--- config.mk ---
export PLATFORM = sky130hd
export DESIGN_NAME = seq_restoring_divider
export DESIGN_NICKNAME = d
export VERILOG_FILES = /design/src/rtl/seq_restoring_divider.sv
export SDC_FILE = /design/constraint.sdc
export NUM_CORES = 1
export LEC_CHECK = 0
export ABC_AREA = 0
export CAP_MARGIN = 20
export CELL_PAD_IN_SITES_DETAIL_PLACEMENT = 1
export CELL_PAD_IN_SITES_GLOBAL_PLACEMENT = 2
export CORE_MARGIN = 1.5
export CORE_UTILIZATION = 30
export CTS_CLUSTER_SIZE = 12
export DETAILED_ROUTE_END_ITERATION = 16
export GPL_TIMING_DRIVEN = 0
export PLACE_DENSITY_LB_ADDON = 0.25
export REMOVE_ABC_BUFFERS = 1
export SYNTH_ARGS = -nofsm -noshare
export SYNTH_HDL_FRONTEND = slang
export SYNTH_SLANG_ARGS = --single-unit
--- constraint.sdc ---
create_clock -name clk -period 2.05 [get_ports clk]
set_input_delay 0.5125 -clock clk [delete_from_list [all_inputs] [get_ports clk]]
set_output_delay 0.5125 -clock clk [all_outputs]
set_load 0.01 [all_outputs]
--- src/rtl/seq_restoring_divider.sv ---
// Multi-cycle unsigned restoring divider: one quotient bit per clock, start/done handshake.
// Divide-by-zero short-circuits to a one-cycle result (quotient all ones, remainder = dividend).
module seq_restoring_divider #(
  parameter int WIDTH = 4
) (
  input  logic             clk,
  input  logic             rst_n,
  input  logic             start,
  input  logic [WIDTH-1:0] dividend,
  input  logic [WIDTH-1:0] divisor,
  output logic             busy,
  output logic             done,
  output logic [WIDTH-1:0] quotient,
  output logic [WIDTH-1:0] remainder,
  output logic             div_by_zero
);

  localparam int CW = $clog2(WIDTH + 1);
  localparam logic [CW-1:0] CNT_LAST = CW'(WIDTH - 1);

  typedef enum logic [1:0] {
    IDLE,
    CALC,
    DONE
  } state_t;

  state_t           state_q;
  logic [WIDTH-1:0] r_q, r_d;
  logic [WIDTH-1:0] q_q, q_d;
  logic [WIDTH-1:0] d_q;
  logic [CW-1:0]    cnt_q;

  logic [WIDTH:0]   r_shift;
  logic [WIDTH:0]   trial;

  // The partial remainder never reaches the divisor, so its top bit is
  // always zero after a restore and need not be stored.
  always_comb begin
    r_shift = {r_q, q_q[WIDTH-1]};
    trial   = r_shift - {1'b0, d_q};
    r_d     = r_shift[WIDTH-1:0];
    q_d     = {q_q[WIDTH-2:0], 1'b0};
    if (!trial[WIDTH]) begin
      r_d = trial[WIDTH-1:0];
      q_d = {q_q[WIDTH-2:0], 1'b1};
    end
  end

  always_ff @(posedge clk or negedge rst_n) begin
    if (!rst_n) begin
      state_q     <= IDLE;
      busy        <= 1'b0;
      done        <= 1'b0;
      div_by_zero <= 1'b0;
      quotient    <= '0;
      remainder   <= '0;
      r_q         <= '0;
      q_q         <= '0;
      d_q         <= '0;
      cnt_q       <= '0;
    end else begin
      case (state_q)
        IDLE: begin
          done <= 1'b0;
          if (start) begin
            busy <= 1'b1;
            if (divisor == '0) begin
              state_q     <= DONE;
              done        <= 1'b1;
              div_by_zero <= 1'b1;
              quotient    <= '1;
              remainder   <= dividend;
            end else begin
              state_q <= CALC;
              r_q     <= '0;
              q_q     <= dividend;
              d_q     <= divisor;
              cnt_q   <= '0;
            end
          end
        end
        CALC: begin
          r_q   <= r_d;
          q_q   <= q_d;
          cnt_q <= cnt_q + CW'(1);
          // The final iteration loads the results on the same edge.
          if (cnt_q == CNT_LAST) begin
            state_q     <= DONE;
            done        <= 1'b1;
            quotient    <= q_d;
            remainder   <= r_d;
            div_by_zero <= 1'b0;
          end
        end
        DONE: begin
          state_q <= IDLE;
          done    <= 1'b0;
          busy    <= 1'b0;
        end
        default: begin
          state_q <= IDLE;
          done    <= 1'b0;
          busy    <= 1'b0;
        end
      endcase
    end
  end

endmodule
==> metrics.yaml <==
clkSlewWorstSetupHoldPaths_ns: 0.10
setup_violations: 3
rsz0062_at_grt: "true"
clk_latency_ns: 0.28
finalHoldViolCount: 0
ys_types: 41
via_per_inst: 5.012
grt_pass1_wl_um: 6651
static-leakage-power_nw: 0.9235
hold_path.class: "flip-flop to flip-flop"
setup_slack_ns: -0.09515
drive_gt1_frac: 0.3295
critPathSlowestCell: "dfrtp_1"
synth_seq_cells: 28
cts_buffer_depth: 2
worst_slew_pin_slew_ns: 0.7213
fin_skew_ns: 0.003629
cp-end-kind: "flip-flop"
netlist_instances: 143
fmax_ghz: 0.4662
antenna_cells: 0
root_buffer: "clkbuf_8"
crit_buf_inv: 1
synth_area_leaders: "dfrtp_1 (47%), ha_1 (5.1%), o21ai_0 (3.7%)"
grt_max_degree: 18
dp_slack_ns: -0.6804
critPathMaxFanout: 6
core-area_um2: 4723
slew_headroom: 0.5170
critPathKind: "flip-flop to flip-flop"
fillerInstances: 507
cp_top_family: "compound AO/OA/AOI/OAI gates"
htreeDepth: 1
nNetsFinal: 195
report.final.slew_viol_count: 0
area_delta_synth_final_pct: 45.77
num_vias: 1218
p_per_area_nw_per_um2: 2008
track_usage: 0.1645
critPathArrivalTime_ns: 2.30
drt_iter0_markers: 46
first_pass_iters: 4
grt_pass1_vias: 1325
max-vdd-ir-drop_uv: 623.6
ant_nets: 0
detail_route.drc_violations: 0
outcome: "finished, violations left"
syn_area_per_cell_um2: 10.34
worstPathCellList: "inv_2 > ha_4 > fa_2 > nand2b_4 > o2bb2ai_4 > and4b_1 > a311oi_4 > a31oi_2"
max_stage_delay_ns: 0.39
ioPinCount: 22
violations: "negative setup slack"
numPortBuffers: 21
syn_area_um2: 1479
cts_sinks: 28
die_x_um: 73.21
crit_required_ns: 2.21
critPathLaunchType: "flip-flop"
maxCapViolCount: 0
gp_congestion: 0.7541
fin_tns_setup_ns: -0.1461
die_area_um2: 5360
initial_core_util: 0.3131
place_inst: 224
yosys.area.top_type_share: 0.4738
wirelength_um: 4054
ctsHoldBuffers: 0
final_cells: 243
dpl.hpwl_um: 2625
ys_seq_area_frac: 0.4738
ys_warn_count: 0
yosysTopAreaCell: "dfrtp_1"
finalCritPeriodShare: 1.046
cts_tree: "yes"
post-route-min-period_ns: 2.145
fp-row-count: 25
die_h_um: 73.21
grt_overflow: 0
wl_per_cell_um: 16.68
cts_inserted_buffers: 3
grt_antenna_before_repair: 0
## synth_stat cells, drive strengths merged
library cell  instances
o21ai                11
ha                    6
xnor2                 2
nand3b                1
and4b                 2
inv                  10
nor2                 10
fa                    1
a31oi                 2
or2                   1
a311oi                1
clkbuf                2
mux2i                 2
nor3                  1
or3                   3
a22o                  1
nand2                14
a22oi                 3
o22a                  4
nor2b                 2
nand2b                3
nand3                 4
mux2                  4
o2bb2ai               1
dfrtp                28
o21a                  1
o22ai                 1
and2b                 1
and3b                 1
o211a                 1
xor2                  1
a211o                 1
a21oi                 7
buf                   6
a2111oi               1
or4                   1
a211oi                2
## area by class of cell
cell class / instances / area, um2 / area share
Clock buffer: 3 / 41.29 / 0.01915
Clock inverter: 1 / 30.03 / 0.01393
Inverter: 10 / 37.54 / 0.01741
Multi-Input combinational cell: 98 / 893.4 / 0.4144
Sequential cell: 28 / 701.9 / 0.3256
Tap cell: 67 / 83.83 / 0.03889
Timing Repair Buffer: 36 / 367.9 / 0.1706
## logic make-up (layout without fill, tap and decap cells)
group	count (synthesis)	after routing	share of synthesized area
AO/OA/AOI/OAI	37	38	0.1836
flip-flops	28	28	0.4738
multiplexers	6	6	0.04399
XOR/XNOR	3	3	0.01777
buffers and inverters	18	50	0.05837
adder cells (fa/ha/maj)	7	7	0.06430
AND/OR/NAND/NOR	44	44	0.1582
## flip-flops by register name (all words and copies together) (netlist names)
name / cells
d_q: 4
q_q: 4
quotient: 4
r_q: 4
remainder: 4
cnt_q: 3
state_q: 2
busy: 1
div_by_zero: 1
done: 1
## power breakdown
part / total (mW) / switching, mW / internal, mW
clock network: 0.443 / 0.181 / 0.262
logic: 2.82 / 1.36 / 1.45
registers: 1.07 / 0.237 / 0.832
total: 4.33 / 1.78 / 2.55
## per-stage QoR
stage | area, um2 | util | power (mW) | hold WS (ns)
floorplan | 1430 | - | 2.180 | 0.2169
global placement | 1724 | 0.3650 | 2.729 | 0.4622
detailed placement | 1752 | 0.3709 | 2.839 | 0.4808
CTS | 2048 | 0.4336 | 3.975 | 0.5073
global route | 2156 | 0.4564 | 4.647 | 0.5173
finish | 2156 | 0.4564 | 4.328 | 0.4998
## routing by layer
| metal | GRT usage | share of wire | vias to the layer above | wire length, um |
|---|---|---|---|---|
| met1 | 0.2276 | 0.47 | 614 | 1897 |
| met3 | 0.01657 | 0.032 | 6 | 130 |
| li1 | - | - | 571 | - |
| met5 | 0 | 0 | - | 0 |
| met4 | 0.05660 | 0.015 | 0 | 62 |
| met2 | 0.2677 | 0.48 | 27 | 1965 |
## layout by cell type, fill, tap and decap left out, types with 2 or more instances in the layout
cell type	Yosys	layout
nor2_2	0	2
ha_1	6	4
dfrtp_1	28	27
a21oi_2	0	2
nor2_1	10	7
nand2_1	14	14
buf_4	2	11
buf_6	1	2
a21oi_4	1	2
a31oi_2	2	2
clkdlybuf4s50_1	0	19
a22oi_1	3	3
mux2_2	4	4
and4b_1	2	2
nand2b_4	1	2
or3_1	3	2
inv_1	10	9
o2bb2ai_4	0	2
dlymetal6s2s_1	0	2
a21oi_1	6	3
a211oi_2	0	2
o21ai_0	11	11
clkbuf_8	0	3
nand3_1	4	4
o22a_2	4	4
## final timing paths
| kind | startpoint | endpoint | slack [ns] | depth (start not counted) |
|---|---|---|---|---|
| worst max-delay path | q_q[3] | remainder[1] | -0.1 | 8 |
| worst min-delay path | cnt_q[2] | cnt_q[2] | 0.50 | 2 |
| worst max register to register | q_q[3] | remainder[1] | -0.1 | 8 |
| worst min register to register | cnt_q[2] | cnt_q[2] | 0.50 | 2 |
| max in group asynchronous | rst_n | r_q[0] | 0.88 | 2 |
| min in group asynchronous | rst_n | cnt_q[0] | 0.63 | 1 |
## tightest hold or removal path: cells and delay by family (launching register included)
family,cells,cell delay (ns)
AO/OA/AOI/OAI,1,0.06
flip-flops,1,0.36
AND/OR/NAND/NOR,1,0.05
## timing repair
action	4_1_cts	5_1_grt
cloned	1	0
pin swaps	7	12
gates resized for setup	22	18
setup endpoints to repair	17	15
setup buffers	10	4
Note: power is estimated with default switching activity, not from simulation.
